$ cat config.mk
export PLATFORM = sky130hd
export DESIGN_NAME = div_share_ctrl
export DESIGN_NICKNAME = d
export VERILOG_FILES = /design/src/rtl/div_share_ctrl.sv
export SDC_FILE = /design/constraint.sdc
export NUM_CORES = 1
export LEC_CHECK = 0
export CAP_MARGIN = 15
export CELL_PAD_IN_SITES_DETAIL_PLACEMENT = 0
export CELL_PAD_IN_SITES_GLOBAL_PLACEMENT = 2
export CORE_ASPECT_RATIO = 0.75
export CORE_UTILIZATION = 24
export CTS_BUF_LIST = sky130_fd_sc_hd__clkbuf_4
export DETAILED_ROUTE_END_ITERATION = 7
export GPL_TIMING_DRIVEN = 0
export PLACE_DENSITY = 0.85
export SETUP_SLACK_MARGIN = 0.3
export SKIP_LAST_GASP = 1
export SLEW_MARGIN = 20
export SYNTH_ARGS = -nofsm -noshare
export SYNTH_HDL_FRONTEND = slang
export SYNTH_SLANG_ARGS = --single-unit
$ cat constraint.sdc
create_clock -name CK -period 3.45 [get_ports CK]
set_input_delay 0.69 -clock CK [delete_from_list [all_inputs] [get_ports CK]]
set_output_delay 0.69 -clock CK [all_outputs]
set_load 0.01 [all_outputs]
$ cat src/rtl/div_share_ctrl.sv
// Round-robin sequencer sharing one multi-cycle divider core between two requesters.
// Latency C_DIV_CYCLES+2 accept-to-response (1 for b==0); response held until rspN_ready, no accept meanwhile.
module div_share_ctrl #(
    parameter int C_NUM_BITS   = 24,
    parameter int C_DIV_CYCLES = 26,
    parameter int C_CNT_BITS   = 5
) (
    input  logic                  CK,
    input  logic                  RN,
    input  logic                  req0_valid,
    output logic                  req0_ready,
    input  logic [C_NUM_BITS-1:0] req0_a,
    input  logic [C_NUM_BITS-1:0] req0_b,
    input  logic                  req1_valid,
    output logic                  req1_ready,
    input  logic [C_NUM_BITS-1:0] req1_a,
    input  logic [C_NUM_BITS-1:0] req1_b,
    output logic                  rsp0_valid,
    output logic                  rsp1_valid,
    input  logic                  rsp0_ready,
    input  logic                  rsp1_ready,
    output logic [C_NUM_BITS-1:0] rsp_q,
    output logic                  rsp_err,
    output logic                  div_e,
    output logic                  div_rn,
    output logic [C_NUM_BITS-1:0] div_a,
    output logic [C_NUM_BITS-1:0] div_b,
    input  logic [C_NUM_BITS-1:0] div_q
);

    typedef enum logic [1:0] {
        IDLE = 2'd0,
        LOAD = 2'd1,
        RUN  = 2'd2,
        RESP = 2'd3
    } state_t;

    localparam logic [C_CNT_BITS-1:0] CNT_LAST = C_CNT_BITS'(C_DIV_CYCLES - 1);
    localparam logic [C_CNT_BITS-1:0] CNT_ONE  = C_CNT_BITS'(1);

    state_t                  state;
    logic                    rr_ptr;
    logic                    owner;
    logic [C_CNT_BITS-1:0]   cnt;
    logic [C_NUM_BITS-1:0]   cap_a;
    logic [C_NUM_BITS-1:0]   cap_b;

    logic                    gnt_any;
    logic                    gnt_id;
    logic                    accept;
    logic                    rsp_done;
    logic [C_NUM_BITS-1:0]   sel_a;
    logic [C_NUM_BITS-1:0]   sel_b;

    // rr_ptr only breaks ties; a lone requester is always granted.
    always_comb begin
        gnt_any = req0_valid | req1_valid;
        gnt_id  = (req0_valid && req1_valid) ? rr_ptr : req1_valid;
        sel_a   = gnt_id ? req1_a : req0_a;
        sel_b   = gnt_id ? req1_b : req0_b;
    end

    // Gating with RN keeps a grant from appearing while reset is being sampled.
    assign accept     = (state == IDLE) && RN && gnt_any;
    assign req0_ready = accept && !gnt_id;
    assign req1_ready = accept && gnt_id;

    // Only the owner's valid is ever high, so the other ready is ignored.
    assign rsp_done = (rsp0_valid && rsp0_ready) || (rsp1_valid && rsp1_ready);

    assign div_a = cap_a;
    assign div_b = cap_b;

    always_ff @(posedge CK) begin
        if (!RN) begin
            state      <= IDLE;
            rr_ptr     <= 1'b0;
            owner      <= 1'b0;
            cnt        <= '0;
            cap_a      <= '0;
            cap_b      <= '0;
            rsp0_valid <= 1'b0;
            rsp1_valid <= 1'b0;
            rsp_q      <= '0;
            rsp_err    <= 1'b0;
            div_e      <= 1'b0;
            div_rn     <= 1'b0;
        end else begin
            case (state)
                IDLE: begin
                    if (accept) begin
                        cap_a  <= sel_a;
                        cap_b  <= sel_b;
                        owner  <= gnt_id;
                        rr_ptr <= ~gnt_id;
                        if (sel_b == '0) begin
                            // Divide by zero never touches the core.
                            state      <= RESP;
                            rsp_q      <= '1;
                            rsp_err    <= 1'b1;
                            rsp0_valid <= ~gnt_id;
                            rsp1_valid <= gnt_id;
                        end else begin
                            state  <= LOAD;
                            div_e  <= 1'b1;
                            div_rn <= 1'b0;
                        end
                    end
                end
                LOAD: begin
                    state  <= RUN;
                    div_rn <= 1'b1;
                    cnt    <= '0;
                end
                RUN: begin
                    if (cnt == CNT_LAST) begin
                        state      <= RESP;
                        rsp_q      <= div_q;
                        rsp_err    <= 1'b0;
                        div_e      <= 1'b0;
                        rsp0_valid <= ~owner;
                        rsp1_valid <= owner;
                    end else begin
                        cnt <= cnt + CNT_ONE;
                    end
                end
                RESP: begin
                    if (rsp_done) begin
                        state      <= IDLE;
                        rsp0_valid <= 1'b0;
                        rsp1_valid <= 1'b0;
                        div_rn     <= 1'b0;
                    end
                end
                default: begin
                    state <= IDLE;
                end
            endcase
        end
    end

endmodule

* Yosys cells after proc, flatten, opt, wreduce, memory -nomap -nowiden
Cells that the tools add are included.
Operators by class: add/sub/neg operators 1, eq/ne operators 10, muxes and demuxes 33, bitwise operators 3, reductions and logical operators 22
Operator list (count):
- 2-to-1 mux 24 bit | 5
- one-hot mux 24 bit (2 select lines) | 1
- logical NOT 24 bit | 1
- 2-to-1 mux 1 bit | 15
- AND reduction 4 bit | 3
- != test 2 bit, second input constant | 5
- one-hot mux 5 bit (2 select lines) | 1
- one-hot mux 1 bit (3 select lines) | 3
- 2-to-1 mux 2 bit | 4
- one-hot mux 2 bit (4 select lines) | 1
- logical AND 1 bit | 7
- nonzero test 3 bit | 2
- adder 5 x 1 -> 5 bit, second input constant | 1
- equality test 5 bit, second input constant | 1
- 2-to-1 mux 5 bit | 1
- AND reduction 5 bit | 1
- equality test 2 bit, second input constant | 2
- one-hot mux 1 bit (2 select lines) | 2
- AND reduction 2 bit | 2
- nonzero test 2 bit | 2
- AND reduction 3 bit | 1
- equality test 2 x 1 -> 1 bit, second input constant | 1
- logical NOT 2 bit | 1
- != test 2 x 1 -> 1 bit, second input constant | 1
- other kinds (4) | 5
Storage, ports and cells: register bits after elaboration 86, bits of input ports 126, output and inout bits 79, word-level logic and storage cells 81

* Logic depth before layout (Yosys ltp)
Gate-level depths: netlist of run 1.
word-level depth 7, mapped depth 9, gate-level depth less buffers 7

* Worst setup path after synthesis of run 1
Ideal clock, no wire load.
path type input port to flip-flop, start point input req0_b[14], end point register rsp_q[10], library setup time 152 ps, arrival time 2278 ps, required time 3298 ps, setup slack 1020 ps, stages 6, path buffers 1, cells stage by stage or4_1 a211o_1 o221a_2 nor2_4 buf_6 a311oi_2
On the way: longest elaborated chain between the ends 4
Ends and longest elaborated chain:
- start, declared | RTL line 13 | input logic [C_NUM_BITS-1:0] req0_b,
- 2-to-1 mux 24 bit | RTL line 60 | sel_b = gnt_id ? req1_b : req0_b;
- logical NOT 24 bit | RTL line 96 | if (sel_b == '0) begin
- != test 2 x 1 -> 1 bit (no source line)
- AND reduction 4 bit (no source line)
- end signal, assigned | RTL line 118 | rsp_q <= div_q;
- end, declared | RTL line 22 | output logic [C_NUM_BITS-1:0] rsp_q,
No other way between the ends. A chain may end at the register's enable or synchronous reset.

* Worst setup path in the final report of run 1
start point register state[0], end point output req0_ready
On the way: longest elaborated chain between the ends 4
Ends and longest elaborated chain:
- start, declared | RTL line 41 | state_t state;
- start signal, assigned | RTL line 76 | state <= IDLE;
- start signal, assigned | RTL line 98 | state <= RESP;
- start signal, assigned | RTL line 104 | state <= LOAD;
- logical NOT 2 bit | RTL line 64 | assign accept = (state == IDLE) && RN && gnt_any;
- logical AND 1 bit (2 in a row) | RTL line 64
- logical AND 1 bit | RTL line 65 | assign req0_ready = accept && !gnt_id;
- end, declared | RTL line 11 | output logic req0_ready,
No other way between the ends.

==> flow_summary.yaml, run 1 <==
sta:
  tightest_slew_ns: 0.697
  fmax_ghz: 0.343
  worst_clock_skew_ns: 0.0207
  min_period_over_period_pct: 84.4
  rsz0062_at_grt: "no"
  hold_viol_final: 0
  fin_crit_ns: 2.91
  setup_viol: 0
  maxSlewHeadroom_pct: 53.5
  slew_viol_final: 0
  setup_tns_ns: 0
critical_path:
  critPathKind: "reg -> out"
  arrival_ns: 2.22
  crit_path_end_kind: "primary output"
  critPathMaxFanout: 10
  cp.required_ns: 2.76
  cp-start-kind: "register"
global_route:
  gr-total-overflow: 0
  grtUsageTotal_pct: 17.8
  grt_max_degree: 17
  antenna_found_initial: 0
  grt_pass1_wl_um: 24200
  grt_pass1_vias: 4539
synthesis:
  syn_area_um2: 4130
  yosys_warnings: 0
  synth.distinct_cells: 46
  syn_avg_cell_area_um2: 8.43
  synth-xor-area-share_pct: 0.424
  synthArstFlopShare_pct: 0
  synth_fa_ha_area_share_pct: 1.82
  ys_dominant_reg_cell: "dfxtp_1"
  synth_edf_count: 0
  yosys.area_share.simple_pct: 19.8
  muxShareOfSynthArea_pct: 1.00
  synth_top_family_by_area: "compound AO/OA/AOI/OAI gates"
  synth_compound_area_share_pct: 27.1
  synth-seq-area-share_pct: 41.7
  synth_seq_cells: 86
  synthCells: 490
  synth_nets: 622
finish:
  antenna_cells: 0
  area_growth_pct: 59.1
  layout-drive-gt1-share_pct: 8.90
  fin_nets: 835
  layoutNonFillerInstCount: 923
placed_design:
  gp_congestion: 0.813
  port_buffers: 202
  hpwlAfterDp_um: 12000
  place_inst: 907
routing:
  drtAntennaViolNets: 0
  viasPerCell: 4.83
  wl_per_cell_um: 16.9
  drc_errors: 0
  drtIter0Drc: 241
  wl_um: 15600
  firstDrtPassIters: 4
  vias: 4456
clock_network:
  path_clk_slew_ns: 0.16
  clk_path_buf_depth: 2
  cts_htree_levels: 3
  cts_tree: "built"
  ctsHoldBuffers: 0
  clock_sink_count: 86
  numCtsBuffers: 9
  cts_root_buffer: "clkbuf_4"
  clk_latency_ns: 0.48
run:
  max_cap_viol_count: 0
outcome:
  outcome: "complete, no violations"
pwr:
  vdd_drop_max_mv: 0.223
  p_leak_nw: 2.39
  power_density_nw_per_um2: 728
floorplan:
  io_pins: 205
  core-area_um2: 16800
  dieArea_um2: 17700
  row_count: 41
  start_util_pct: 24.5
  die_x_um: 153
  die_h_um: 116
hold_path:
  min_path_type: "reg -> reg"
## where the power goes
part | internal, mW | leakage (nW) | switching (mW)
sequential | 1.33 | 0.709 | 0.203
combinational | 1.24 | 1.61 | 1.38
clock | 0.228 | 0.0696 | 0.405
total | 2.79 | 2.39 | 1.99
## per-stage QoR
step	cell area, µm²	worst slack [ns]	hold WS (ns)	utilization, %	power [mW]
floorplan	4130	1.02	0.462	-	2.99
global placement	6420	0.134	0.456	38.2	4.15
detailed placement	6420	0.135	0.456	38.2	4.19
CTS	6570	0.502	0.477	39.1	4.85
global route	6570	0.357	0.509	39.1	5.15
finish	6570	0.537	0.474	39.1	4.78
## Yosys cell counts, types with 2 or more instances
cell	instances	area, µm²
nand2_1	106	398
and2_1	3	18.8
clkbuf_1	30	113
buf_4	3	22.5
a211oi_1	2	15.0
a311oi_2	19	285
ha_1	6	75.1
nor2_1	55	206
mux2i_1	3	30.0
nand4_1	3	18.8
a21oi_2	10	87.6
nor4_1	12	75.1
o31ai_1	2	15.0
inv_1	29	109
a21oi_1	23	115
nand3_1	2	10.0
nor3_1	4	20.0
buf_2	3	15.0
nand2b_1	3	18.8
buf_6	3	33.8
or4_1	2	15.0
o21ai_0	3	15.0
a41oi_1	2	17.5
nor2b_1	2	12.5
a311oi_1	54	473
dfxtp_1	86	1720
## cells by family after synthesis
logic type / after synthesis
fa+ha+maj: 6
flops: 86
mux: 4
xor+xnor: 2
compound gates: 124
buf+inv: 73
simple gates: 195
## area by class of cell
type | instances | area (µm²)
Clock inverter | 7 | 78.8
Inverter | 30 | 113
Multi-Input combinational cell | 331 | 2070
Tap cell | 215 | 269
Clock buffer | 9 | 67.6
Fill cell | 1716 | 10300
Buffer | 43 | 229
Sequential cell | 86 | 1720
Timing Repair Buffer | 202 | 2020
## critical path, stage by stage, from the launching register on
cell and delay [ns]:
dfxtp_1 0.36, inv_1 0.10, ha_1 0.22, buf_2 0.26, nand3_1 0.10, a21oi_1 0.14
clkdlybuf4s50_1 0.57
## registers in the layout, indices dropped and copies added (netlist names)
signal	flops
div_a	24
div_b	24
rsp_q	24
cnt	5
state	2
div_e	1
div_rn	1
owner	1
rr_ptr	1
rsp0_valid	1
rsp1_valid	1
rsp_err	1
## path summary, 6_finish.rpt
kind                                               end  slack [ns]  depth (start not counted)             startpoint
worst max-delay path                        req0_ready        0.54                          6  state[0]$_SDFFE_PN0P_
worst min-delay path               div_rn$_SDFFE_PN0P_        0.47                          2    div_rn$_SDFFE_PN0P_
worst max register to register  div_a[18]$_SDFFE_PN0P_        0.88                          7  state[0]$_SDFFE_PN0P_
worst min register to register     div_rn$_SDFFE_PN0P_        0.47                          2    div_rn$_SDFFE_PN0P_
## cells in the final DEF, fill, tap and decap left out, types with 4 or more instances in the layout
cell type / Yosys / final
nand2_1: 106 / 105
nor2_1: 55 / 55
clkbuf_4: 0 / 10
inv_1: 29 / 29
dfxtp_1: 86 / 86
clkdlybuf4s50_1: 0 / 201
ha_1: 6 / 6
a311oi_2: 19 / 19
a21oi_2: 10 / 10
nor4_1: 12 / 12
a21oi_1: 23 / 23
nor3_1: 4 / 4
clkbuf_1: 30 / 29
a311oi_1: 54 / 54
## repair_timing
item	in CTS	in global routing
endpoints found under the setup margin	1	0
buffers inserted	0	0
gates resized for setup	4	0
## metal layers
layer / vias up / routed length [µm] / GRT usage [%]
li1: 2181 / - / -
met1: 2105 / 7150 / 22.4
met2: 155 / 6910 / 28.2
met3: 15 / 1370 / 6.88
met4: 0 / 215 / 5.27
met5: - / 0 / 0
Power figures use the tool's default switching activity.
==> inputs of run 2 (changes only) <==
--- a/config.mk
+++ b/config.mk
@@ -9,11 +9,11 @@
 export CELL_PAD_IN_SITES_DETAIL_PLACEMENT = 0
 export CELL_PAD_IN_SITES_GLOBAL_PLACEMENT = 2
 export CORE_ASPECT_RATIO = 0.75
-export CORE_UTILIZATION = 24
+export CORE_UTILIZATION = 22
 export CTS_BUF_LIST = sky130_fd_sc_hd__clkbuf_4
 export DETAILED_ROUTE_END_ITERATION = 7
 export GPL_TIMING_DRIVEN = 0
-export PLACE_DENSITY = 0.85
+export PLACE_DENSITY = 0.79
 export SETUP_SLACK_MARGIN = 0.3
 export SKIP_LAST_GASP = 1
 export SLEW_MARGIN = 20
==> constraint.sdc (replaced) <==
create_clock -name CK -period 2.76 [get_ports CK]
set_input_delay 0.552 -clock CK [delete_from_list [all_inputs] [get_ports CK]]
set_output_delay 0.552 -clock CK [all_outputs]
set_load 0.01 [all_outputs]
==> run 2 against run 1 <==
Clock skew increased by 0.0034 ns; global-route usage decreased by 0.90 points; largest power group unchanged; wire length increased by 3.3%; sequential cell count unchanged; register-to-register slack got worse by 0.31 ns.
==> flow_summary.yaml, run 2 (synthesis gave the netlist of run 1 again) <==
critical_path:
  max_stage_delay_ns: 0.53
  critPathMaxFanout: 10
  cp.required_ns: 3.06
  critPathKind: "in -> reg"
  cp-start-kind: "primary input"
  crit_path_end_kind: "register"
  path_cells: "clkdlybuf4s50_1, or4_1, a211o_1, o221a_2, nor2_4, buf_8, a311oi_2"
  arrival_ns: 2.71
  crit_slowest_cell: "or4_1"
clock_network:
  clk_latency_ns: 0.47
  path_clk_slew_ns: 0.16
  cts_root_buffer: "clkbuf_4"
  ctsHoldBuffers: 0
  cts_tree: "built"
  numCtsBuffers: 9
  clk_path_buf_depth: 2
  cts_htree_levels: 3
  clock_sink_count: 86
pwr:
  vdd_drop_max_mv: 0.355
  finalPower_mw: 6.27
  p_int_mw: 3.75
  clockPowerShare_pct: 15.4
  power_density_nw_per_um2: 934
  p_leak_nw: 2.47
  combPwrFrac_pct: 54.0
  power_switching_mw: 2.52
  p_sw_share_pct: 40.2
  sequentialPowerShare_pct: 30.6
global_route:
  gr-total-overflow: 0
  grt_pass1_wl_um: 25300
  antenna_found_initial: 0
  grtUsageTotal_pct: 16.9
  grt_pass1_vias: 4666
  grt_max_degree: 16
sta:
  setup_viol: 0
  fin_crit_ns: 2.42
  maxSlewHeadroom_pct: 47.6
  fmax_ghz: 0.414
  hold_viol_final: 0
  setup_ws_ns: 0.344
  rsz0062_at_grt: "no"
  worst_clock_skew_ns: 0.0240
  tightest_slew_ns: 0.786
  slew_viol_final: 0
  min_period_over_period_pct: 87.5
  setup_tns_ns: 0
finish:
  fin_nets: 840
  antenna_cells: 0
  final_common_cell: "clkdlybuf4s50_1"
  most-common-layout-cells: "clkdlybuf4s50_1 (199), nand2_1 (105), dfxtp_1 (86)"
  layout-drive-gt1-share_pct: 10.8
  area_growth_pct: 62.6
routing:
  firstDrtPassIters: 5
  wl_per_cell_um: 16.9
  wl_met3_um: 1510
  wl_met1_um: 7210
  highest_layer: "met4"
  drtIter0Drc: 192
  wl_um: 16100
  vias: 4525
  viasPerCell: 4.74
  wl_met2_um: 7180
  drc_errors: 0
  drtAntennaViolNets: 0
placed_design:
  port_buffers: 202
  post-place-ws_ns: -0.272
  gp_congestion: 0.822
  hpwlAfterDp_um: 12400
floorplan:
  die_h_um: 121
  dieArea_um2: 19300
  core-area_um2: 18000
  start_util_pct: 22.9
  io_pins: 205
  die_x_um: 160
  row_count: 42
hold_path:
  min_path_type: "in -> reg"
run:
  max_cap_viol_count: 0
outcome:
  outcome: "complete, no violations"
run 2: cell types whose count changed in the layout (fill, tap and decap cells not counted), sizes merged:
| cell | delta |
|---|---|
| dlymetal6s2s | +1 |
| clkdlybuf4s50 | -2 |
| buf | +6 |
| clkinv | +1 |
| inv | -1 |
| clkinvlp | -2 |
| clkbuf | +1 |
| bufinv | +2 |
| dlygate4sd2 | -1 |
run 2: what timing repair did:
action | in CTS | in global routing
pin swaps | 0 | 5
setup buffers | 1 | 4
endpoints found under the setup margin | 16 | 65
endpoints found under the hold margin | 0 | 0
gates resized for setup | 8 | 16
run 2: critical path, delay by kind of cell:
kind,cells,cell delay (ns)
AO/OA/AOI/OAI,3,0.79
buffers and inverters,2,0.62
AND/OR/NAND/NOR,2,0.74
run 2: power by group through the flow:
stage	clock network, mW	registers, mW	logic [mW]
2_1_floorplan	0	2.09	1.65
3_3_place_gp	0	1.93	3.28
3_5_place_dp	0	1.95	3.31
4_1_cts	0.999	1.93	3.33
5_1_grt	1.04	1.98	3.71
6_report	0.964	1.92	3.39
run 2: final timing paths:
check / from / cells after the start / slack [ns] / endpoint
min: RN / 3 / 0.47 / div_e$_SDFFE_PN0P_
min reg2reg: div_e$_SDFFE_PN0P_ / 2 / 0.48 / div_e$_SDFFE_PN0P_
max reg2reg: state[0]$_SDFFE_PN0P_ / 9 / 0.57 / rsp_q[0]$_SDFFE_PN0P_
max: req0_b[13] / 7 / 0.34 / rsp_q[0]$_SDFFE_PN0P_
run 2: area by class of cell:
cell class,count,area [µm²]
multi-input cells,331,2090
flip-flops and latches,86,1720
plain buffers,43,240
clock buffers,9,67.6
repair buffers,207,2060
inverters,30,113
fillers,1874,11300
clock inverters,7,120
well taps,242,303
run 2: per-stage QoR:
stage	cells	instance area (µm²)	utilization, %	hold WS, ns
detailed placement	934	6450	35.8	0.460
global placement	934	6450	35.8	0.451
CTS	951	6660	36.9	0.408
global route	955	6720	37.3	0.458
finish	955	6720	37.3	0.468
floorplan	490	4130	-	0.462
run 2: routing by layer:
metal  GRT usage, %  up-vias
li1               -     2198
met1           21.1     2134
met2           26.6      174
met3           6.83       19
met4           5.00        0
met5              0        -
